[config.mk]
export PLATFORM = sky130hd
export DESIGN_NAME = tt_um_hoene_manchester_rx
export DESIGN_NICKNAME = d
export VERILOG_FILES = /design/src/rtl/tt_um_hoene_manchester_rx_pkg.sv /design/src/rtl/tt_um_hoene_edge_timer.sv /design/src/rtl/tt_um_hoene_manchester_rx.sv
export SDC_FILE = /design/constraint.sdc
export NUM_CORES = 1
export LEC_CHECK = 0
export CORE_MARGIN = 4
export CORE_UTILIZATION = 40
export CTS_CLUSTER_SIZE = 28
export DETAILED_ROUTE_END_ITERATION = 12
export PLACE_DENSITY = 0.71
export SYNTH_ARGS = -nofsm -noshare
export SYNTH_HDL_FRONTEND = slang
export SYNTH_SLANG_ARGS = --single-unit
export TNS_END_PERCENT = 10
[constraint.sdc]
create_clock -name clk -period 3 [get_ports clk]
set_input_delay 0.9 -clock clk [delete_from_list [all_inputs] [get_ports clk]]
set_output_delay 0.9 -clock clk [all_outputs]
set_load 0.01 [all_outputs]
[src/rtl/tt_um_hoene_manchester_rx_pkg.sv]
// Shared encodings for the Manchester receiver.
// FSM states, line polarity choices and interval classes.
package tt_um_hoene_manchester_rx_pkg;

    localparam logic [1:0] ST_IDLE  = 2'd0;
    localparam logic [1:0] ST_MID   = 2'd1;
    localparam logic [1:0] ST_BOUND = 2'd2;

    localparam int POLARITY_IEEE   = 0;
    localparam int POLARITY_THOMAS = 1;

    localparam logic [1:0] CLS_SHORT = 2'd0;
    localparam logic [1:0] CLS_LONG  = 2'd1;
    localparam logic [1:0] CLS_BAD   = 2'd2;

endpackage

[src/rtl/tt_um_hoene_edge_timer.sv]
// Line synchroniser, edge detector and edge-to-edge interval timer.
// Edge, direction and interval class are registered together.
module tt_um_hoene_edge_timer
    import tt_um_hoene_manchester_rx_pkg::*;
#(
    parameter int HALF_BIT     = 8,
    parameter int IDLE_TIMEOUT = 32
) (
    input  logic       clk,
    input  logic       rst,
    input  logic       line_i,
    output logic       edge_o,
    output logic       rising_o,
    output logic [1:0] class_o,
    output logic       timeout_o
);

    localparam int CW = $clog2(IDLE_TIMEOUT + 1);

    localparam logic [CW-1:0] SHORT_MIN = CW'(HALF_BIT / 2);
    localparam logic [CW-1:0] LONG_MIN  = CW'((3 * HALF_BIT) / 2);
    localparam logic [CW-1:0] LONG_MAX  = CW'((5 * HALF_BIT) / 2);
    localparam logic [CW-1:0] CNT_MAX   = CW'(IDLE_TIMEOUT);

    logic          sync1_q;
    logic          sync2_q;
    logic          prev_q;
    logic [CW-1:0] cnt_q;
    logic          edge_q;
    logic          rising_q;
    logic [1:0]    class_q;
    logic          edge_w;
    logic [1:0]    class_w;

    assign edge_w = sync2_q ^ prev_q;

    // Classify the interval that ends at the current edge.
    always_comb begin
        class_w = CLS_BAD;
        unique case (1'b1)
            (cnt_q >= SHORT_MIN) && (cnt_q < LONG_MIN):
                class_w = CLS_SHORT;
            (cnt_q >= LONG_MIN) && (cnt_q <= LONG_MAX):
                class_w = CLS_LONG;
            default:
                class_w = CLS_BAD;
        endcase
    end

    // Synchronise the line and remember its previous level.
    always_ff @(posedge clk or posedge rst) begin
        if (rst) begin
            sync1_q <= 1'b0;
            sync2_q <= 1'b0;
            prev_q  <= 1'b0;
        end else begin
            sync1_q <= line_i;
            sync2_q <= sync1_q;
            prev_q  <= sync2_q;
        end
    end

    // Interval counter: restarts on each edge, saturates at the idle limit.
    always_ff @(posedge clk or posedge rst) begin
        if (rst) begin
            cnt_q <= '0;
        end else if (edge_w) begin
            cnt_q <= '0;
        end else if (cnt_q != CNT_MAX) begin
            cnt_q <= cnt_q + 1'b1;
        end
    end

    // Register the edge event with its direction and interval class.
    always_ff @(posedge clk or posedge rst) begin
        if (rst) begin
            edge_q   <= 1'b0;
            rising_q <= 1'b0;
            class_q  <= CLS_SHORT;
        end else begin
            edge_q   <= edge_w;
            rising_q <= edge_w & sync2_q;
            class_q  <= class_w;
        end
    end

    assign edge_o    = edge_q;
    assign rising_o  = rising_q;
    assign class_o   = class_q;
    assign timeout_o = (cnt_q == CNT_MAX);

endmodule

[src/rtl/tt_um_hoene_manchester_rx.sv]
// Manchester receiver: FSM on classified edges, MSB-first word assembly.
// Emits word, frame-end and error pulses one cycle after the deciding event.
module tt_um_hoene_manchester_rx
    import tt_um_hoene_manchester_rx_pkg::*;
#(
    parameter int DATA_WIDTH   = 24,
    parameter int HALF_BIT     = 8,
    parameter int IDLE_TIMEOUT = 32,
    parameter int POLARITY     = POLARITY_IEEE
) (
    input  logic                  clk,
    input  logic                  rst,
    input  logic                  in,
    output logic [DATA_WIDTH-1:0] out_data,
    output logic                  out_valid,
    output logic                  out_frame_end,
    output logic                  out_error,
    output logic                  out_busy
);

    localparam int BCW = $clog2(DATA_WIDTH + 1);
    localparam logic [BCW-1:0] LAST_BIT = BCW'(DATA_WIDTH - 1);
    localparam logic POL_BIT = (POLARITY == POLARITY_THOMAS);

    logic                  edge_w;
    logic                  rising_w;
    logic [1:0]            class_w;
    logic                  timeout_w;
    logic                  bit_w;
    logic [DATA_WIDTH-1:0] word_w;

    logic [1:0]            state_q, state_d;
    logic [BCW-1:0]        bit_cnt_q, bit_cnt_d;
    logic [DATA_WIDTH-1:0] shift_q, shift_d;
    logic [DATA_WIDTH-1:0] data_q, data_d;
    logic                  valid_q, valid_d;
    logic                  fend_q, fend_d;
    logic                  err_q, err_d;

    tt_um_hoene_edge_timer #(
        .HALF_BIT     (HALF_BIT),
        .IDLE_TIMEOUT (IDLE_TIMEOUT)
    ) u_timer (
        .clk       (clk),
        .rst       (rst),
        .line_i    (in),
        .edge_o    (edge_w),
        .rising_o  (rising_w),
        .class_o   (class_w),
        .timeout_o (timeout_w)
    );

    assign bit_w  = rising_w ^ POL_BIT;
    assign word_w = {shift_q[DATA_WIDTH-2:0], bit_w};

    // Next-state logic: decode edges into bits, words, errors and frame ends.
    always_comb begin
        state_d   = state_q;
        bit_cnt_d = bit_cnt_q;
        shift_d   = shift_q;
        data_d    = data_q;
        valid_d   = 1'b0;
        fend_d    = 1'b0;
        err_d     = 1'b0;
        case (state_q)
            ST_IDLE: begin
                if (edge_w && rising_w) begin
                    bit_cnt_d = '0;
                    shift_d   = '0;
                    state_d   = ST_MID;
                end
            end
            ST_MID: begin
                if (edge_w) begin
                    if (class_w == CLS_SHORT) begin
                        state_d = ST_BOUND;
                    end else if (class_w == CLS_LONG) begin
                        shift_d = word_w;
                        if (bit_cnt_q == LAST_BIT) begin
                            data_d    = word_w;
                            valid_d   = 1'b1;
                            bit_cnt_d = '0;
                        end else begin
                            bit_cnt_d = bit_cnt_q + 1'b1;
                        end
                    end else begin
                        err_d     = 1'b1;
                        bit_cnt_d = '0;
                        state_d   = ST_IDLE;
                    end
                end else if (timeout_w) begin
                    fend_d    = (bit_cnt_q == '0);
                    err_d     = (bit_cnt_q != '0);
                    bit_cnt_d = '0;
                    state_d   = ST_IDLE;
                end
            end
            ST_BOUND: begin
                if (edge_w && (class_w == CLS_SHORT)) begin
                    shift_d = word_w;
                    state_d = ST_MID;
                    if (bit_cnt_q == LAST_BIT) begin
                        data_d    = word_w;
                        valid_d   = 1'b1;
                        bit_cnt_d = '0;
                    end else begin
                        bit_cnt_d = bit_cnt_q + 1'b1;
                    end
                end else if (edge_w || timeout_w) begin
                    err_d     = 1'b1;
                    bit_cnt_d = '0;
                    state_d   = ST_IDLE;
                end
            end
            default: begin
                bit_cnt_d = '0;
                state_d   = ST_IDLE;
            end
        endcase
    end

    // Decoder state and registered output pulses.
    always_ff @(posedge clk or posedge rst) begin
        if (rst) begin
            state_q   <= ST_IDLE;
            bit_cnt_q <= '0;
            shift_q   <= '0;
            data_q    <= '0;
            valid_q   <= 1'b0;
            fend_q    <= 1'b0;
            err_q     <= 1'b0;
        end else begin
            state_q   <= state_d;
            bit_cnt_q <= bit_cnt_d;
            shift_q   <= shift_d;
            data_q    <= data_d;
            valid_q   <= valid_d;
            fend_q    <= fend_d;
            err_q     <= err_d;
        end
    end

    assign out_data      = data_q;
    assign out_valid     = valid_q;
    assign out_frame_end = fend_q;
    assign out_error     = err_q;
    assign out_busy      = (state_q != ST_IDLE);

endmodule

# Word-level counts from Yosys, hierarchy flattened
# Index checks and enable logic that the tools add are counted.
dict set report op_classes {
  magnitude_cmp 4
  n_reduce_logical 17
  addsub 2
  n_eq_ne 15
  mux 48
  bitwise 2
}
# op count
set op_table {}
lappend op_table {{two-way mux 24 bit} 5}
lappend op_table {{two-way mux 23 bit} 5}
lappend op_table {{one-hot mux 23 bit (3 select lines)} 1}
lappend op_table {{one-hot mux 24 bit (2 select lines)} 1}
lappend op_table {{two-way mux 5 bit} 8}
lappend op_table {{one-hot mux 5 bit (3 select lines)} 1}
lappend op_table {{two-way mux 1 bit} 14}
lappend op_table {{two-way mux 2 bit} 7}
lappend op_table {{two-way mux 6 bit} 2}
lappend op_table {{!= test 2 bit, second input constant} 4}
lappend op_table {{AND reduction 4 bit} 2}
lappend op_table {{adder 6 x 1 -> 6 bit, second input constant} 1}
lappend op_table {{equality test 6 bit, second input constant} 1}
lappend op_table {{greater-or-equal comparator 6 x 3 -> 1 bit, second input constant} 1}
lappend op_table {{greater-or-equal comparator 6 x 4 -> 1 bit, second input constant} 1}
lappend op_table {{less-or-equal comparator 6 x 5 -> 1 bit, second input constant} 1}
lappend op_table {{< comparator 6 x 4 -> 1 bit, second input constant} 1}
lappend op_table {{!= test 3 bit, second input constant} 2}
lappend op_table {{!= test 6 bit, second input constant} 1}
lappend op_table {{one-hot mux 2 bit (3 select lines)} 1}
lappend op_table {{AND reduction 6 bit} 1}
lappend op_table {{nonzero test 2 bit} 3}
lappend op_table {{adder 5 x 1 -> 5 bit, second input constant} 1}
lappend op_table {{equality test 5 bit, second input constant} 1}
lappend op_table {{other kinds (16)} 22}
dict set report totals {
  output_inout_bits 28
  regBits 70
}

# Logic depth before layout (Yosys ltp)
dict set report logic_depth {
  depth_word 6
  depth_mapped 9
}

# Hierarchy
# Synthesis repeated with hierarchy kept, for this count alone.
dict set report hier_totals {
  cells_unflattened 287
  hier_area_um2 3230.6
}
# mod instances cells_per_inst seq_area_each_um2 area_each_um2
set modules_own_cells {}
lappend modules_own_cells {tt_um_hoene_manchester_rx 1 233 1426.4 2646.3}
lappend modules_own_cells {tt_um_hoene_edge_timer 1 54 325.3 584.3}

# Worst setup path after synthesis
# Ideal clock, no wire load.
dict set report synth_timing {
  kind {register to register}
  from {reg state_q[1]}
  to {reg data_q[0], in the netlist out_data[0]}
  path_stages_with_launch 8
  arrival_time_ns 1.961
  required_time_ns 2.875
  synth_period_minus_slack_ns 2.086
  setup_slack_ns 0.914
  setup_time_ns 0.125
  path_cell_list {dfrtp_1 inv_1 ha_1 buf_6 or3b_4 a211oi_4 buf_6 mux2_2}
}
dict set report synth_between {
  elab_chain_len 3
  word_cells_on_any_way 9
  cone_classes {eq/ne (6); mux (1); reduce/logical (2)}
}
# element line
set synth_rtl {}
lappend synth_rtl {{start: declaration} tt_um_hoene_manchester_rx.sv:32} ;# logic [1:0] state_q, state_d;
lappend synth_rtl {{start signal: assignment} tt_um_hoene_manchester_rx.sv:133} ;# state_q <= state_d;
lappend synth_rtl {{equality test 2 x 1 -> 1 bit or equality test 2 bit (tied branches)} tt_um_hoene_manchester_rx.sv:65} ;# case (state_q)
lappend synth_rtl {{!= test 2 x 1 -> 1 bit (no line) (tied with other cells)} n/a}
lappend synth_rtl {{AND reduction 5 bit (no line)} n/a}
lappend synth_rtl {{end signal: assignment} tt_um_hoene_manchester_rx.sv:136} ;# data_q <= data_d;
lappend synth_rtl {{end: declaration} tt_um_hoene_manchester_rx.sv:35} ;# logic [DATA_WIDTH-1:0] data_q, data_d;
# Parallel ways exist; a longest one is shown, timed or not.
# A chain may end at the register's enable or synchronous reset.

# Worst setup path after layout
dict set report layout_timing {
  from {reg state_q[0]}
  to {out out_busy}
}
dict set report layout_between {
  elab_chain_len 1
}
# element line
set layout_rtl {}
lappend layout_rtl {{nonzero test 2 bit} tt_um_hoene_manchester_rx.sv:147} ;# assign out_busy = (state_q != ST_IDLE);
lappend layout_rtl {{end: declaration} tt_um_hoene_manchester_rx.sv:18} ;# output logic out_busy
# Every way passes these cells.

==> summary.txt <==
Status - finished, final reports clean
IO Count - 31
Pin count of the biggest net entering global routing - 47
Setup TNS - 0 ns
Final Cycle Share - 86.4%
Max Slew Vio Count - 0
Resize count post-CTS - 0
Final GP Congestion - 0.805
Initial DRC Count - 111
Ys async rst share - 100%
Post-Synth Adder-Cell Area - 3.69%
Total grt overflow - 0
Final setup vio count - 0
Routed Antenna Nets - 0
CP endpoint kind - output pin
CTS tree - built
Vias in the first global route - 1973
Final hold viol count - 0
Clk Latency, worst-skew pair - 0.34 ns
Total Power - 2.23 mW
RSZ-0062 raised after global routing - false
Post-CTS Setup Bufs - 0
WL/cell - 12.7 um
Die Width - 95.4 um
Tmin final - 2.59 ns
EDFF count, synth - 0
Distinct cells, synth - 34
CP Max Fanout - 4
Tightest hold margin - 0.364 ns
Initial Util - 41.6%
Worst vdd ir - 405 uV
First-pass GRT wire length - 9.27 mm
Via-per-instance ratio - 4.95
Cell taking the most area after synthesis - dfrtp_1
Crit path required time - 2.10 ns
Yosys top cell area share - 57.4%
Core footprint - 7330 sq um
Final HPWL DP - 3.73 mm
Synth Area in Simple Gates - 13.8%
Core Util, Final - 50.1%
Die Y - 95.4 um
Synth top area cells - dfrtp_1 57%, mux2_2 10%, nand2_1 6.3%, o21ai_0 4.6%, ha_1 3.7%
Total wire length - 5.26 mm
Synth Cell Area - 3050 sq um
Seq cells post-synth - 70
Worst Max-Slew Pin Slew - 0.447 ns
Synthesis Warnings - 0
Setup Skew - 0.00821 ns
Main combinational cell family by area after synthesis - simple AND/OR/NAND/NOR gates
Tot GR Track Use - 13.2%
DIE AREA - 9090 sq um
Worst-case clock buffer depth - 2
Worst path most repeated cell - inv_1
Layout cell share with drive strength beyond 1 - 18.7%
Synth Area in Compound Gates - 9.96%
Worst-path cell chain - inv_1 -> ha_1 -> inv_1 -> clkdlybuf4s50_1
P_leak - 1.63 nW
Max-Cap Viols - 0
Antenna cells - 0
Drt pass-1 iters - 4
Mux share of post-synthesis cell area - 10.3%
Slowest CP cell - clkdlybuf4s50_1
Top FF cell, synth - dfrtp_1
Total CTS buffers - 9
Port Buffer Count - 30
Pwr/cell area - 606 nW/um^2
Synthesized netlist cell count - 273
Slew HR - 70.2%
Crit path DAT - 1.69 ns
CTS root buffer - clkbuf_8
Initial antenna violation count - 0
CP max stage delay - 0.54 ns
Max Freq - 386 MHz
Xor/xnor share of the synthesized area - 1.15%
DRC violations left - 0
Number of core rows - 31
P&R area growth vs syn - 20.4%
Syn Area/Cell - 11.2 sq um
Syn nets - 285
Seq/Total Area, Yosys - 57.4%
HP Class - flop to flop
Layout Nets - 322
Post-CTS Hold Buffers - 0
Clk sink count - 70
H-tree depth - 3
Crit path launch type - flop
Routed vias - 2049
Clock-pin slew on the worst setup and hold paths - 0.07 ns
Worst Setup Path Type - flop to output pin
Yosys cell counts, types with 3 or more instances:
cell type / n
a21oi_1: 7
nand2_1: 51
o21ai_0: 28
inv_1: 14
nor2b_1: 3
nor2_1: 14
mux2_2: 28
nand4b_1: 3
nand3_1: 6
buf_6: 3
ha_1: 9
dfrtp_1: 70
clkbuf_1: 7
o31ai_1: 4
cells by family (layout without fill, tap and decap cells):
kind of cell	Yosys count	after routing
muxes	28	28
and+or+nand+nor	90	90
AOI/OAI and AO/OA	48	48
DFF	70	70
adders and majority gates	9	9
buffers and inverters	24	66
xor gates and xnor gates	4	4
registers in the layout (all words and copies together), names as in the netlist:
name and flops:
u_timer.rising_o 1, bit_cnt_q 5, out_data 24, u_timer.sync2_q 1, shift_q 23, u_timer.prev_q 1, out_valid 1, u_timer.cnt_q 6
u_timer.edge_o 1, u_timer.class_o 2, state_q 2, u_timer.sync1_q 1, out_error 1, out_frame_end 1
where the power goes:
group          total (mW)  internal (mW)  leakage [nW]  switching [mW]
sequential           1.03          0.990         0.957          0.0414
clock               0.748          0.390        0.0895           0.359
combinational       0.449          0.147         0.585           0.303
path summary, 6_finish.rpt:
check	startpoint	end	slack [ns]	cells past startpoint
worst max-delay path	state_q[0]	out_busy	0.41	4
worst min-delay path	u_timer.sync1_q	u_timer.sync2_q	0.36	0
worst max register to register	state_q[1]	out_data[19]	0.78	6
worst min register to register	u_timer.sync1_q	u_timer.sync2_q	0.36	0
max in group asynchronous	rst	bit_cnt_q[1]	1.72	3
min in group asynchronous	rst	out_data[1]	0.78	2
area by class of cell:
class	instances	area [sq um]
flip-flops and latches	70	1750
fillers	658	3650
repair buffers	36	358
inverters	14	52.6
well taps	99	124
clock inverters	6	70.1
multi-input cells	179	1190
clock buffers	10	128
stage by stage:
step | cells | worst slack [ns] | cell area, sq um
final | 414 | 0.408 | 3680
after global routing | 414 | 0.292 | 3680
after CTS | 414 | 0.379 | 3680
after detailed placement | 398 | 0.773 | 3480
after global placement | 398 | 0.797 | 3480
after floorplan | 273 | 0.332 | 3050
layer usage:
metal	global-route usage (%)	vias to the layer above	routed length [um]
met5	0	-	0
met4	6.85	0	119
met3	3.16	11	238
met2	19.0	37	2330
met1	18.5	995	2580
li1	-	1006	-
cells in the final DEF, fill, tap and decap left out, types with 3 or more instances in the layout:
| master | netlist | final |
|---|---|---|
| nor2b_1 | 3 | 3 |
| clkdlybuf4s50_1 | 0 | 30 |
| inv_1 | 14 | 13 |
| clkinvlp_4 | 0 | 3 |
| nand4b_1 | 3 | 3 |
| clkbuf_8 | 0 | 9 |
| ha_1 | 9 | 9 |
| o21ai_0 | 28 | 28 |
| mux2_2 | 28 | 28 |
| nor2_1 | 14 | 14 |
| a21oi_1 | 7 | 7 |
| o31ai_1 | 4 | 4 |
| nand2_1 | 51 | 51 |
| buf_4 | 0 | 5 |
| nand3_1 | 6 | 6 |
| dfrtp_1 | 70 | 70 |
worst max-delay path, delay by kind of cell, from the launching register on:
family / cells / cell delay, ns
fa+ha+maj: 1 / 0.24
buf+inv: 3 / 0.71
flops: 1 / 0.40
Note: power is estimated with default switching activity, not from simulation.
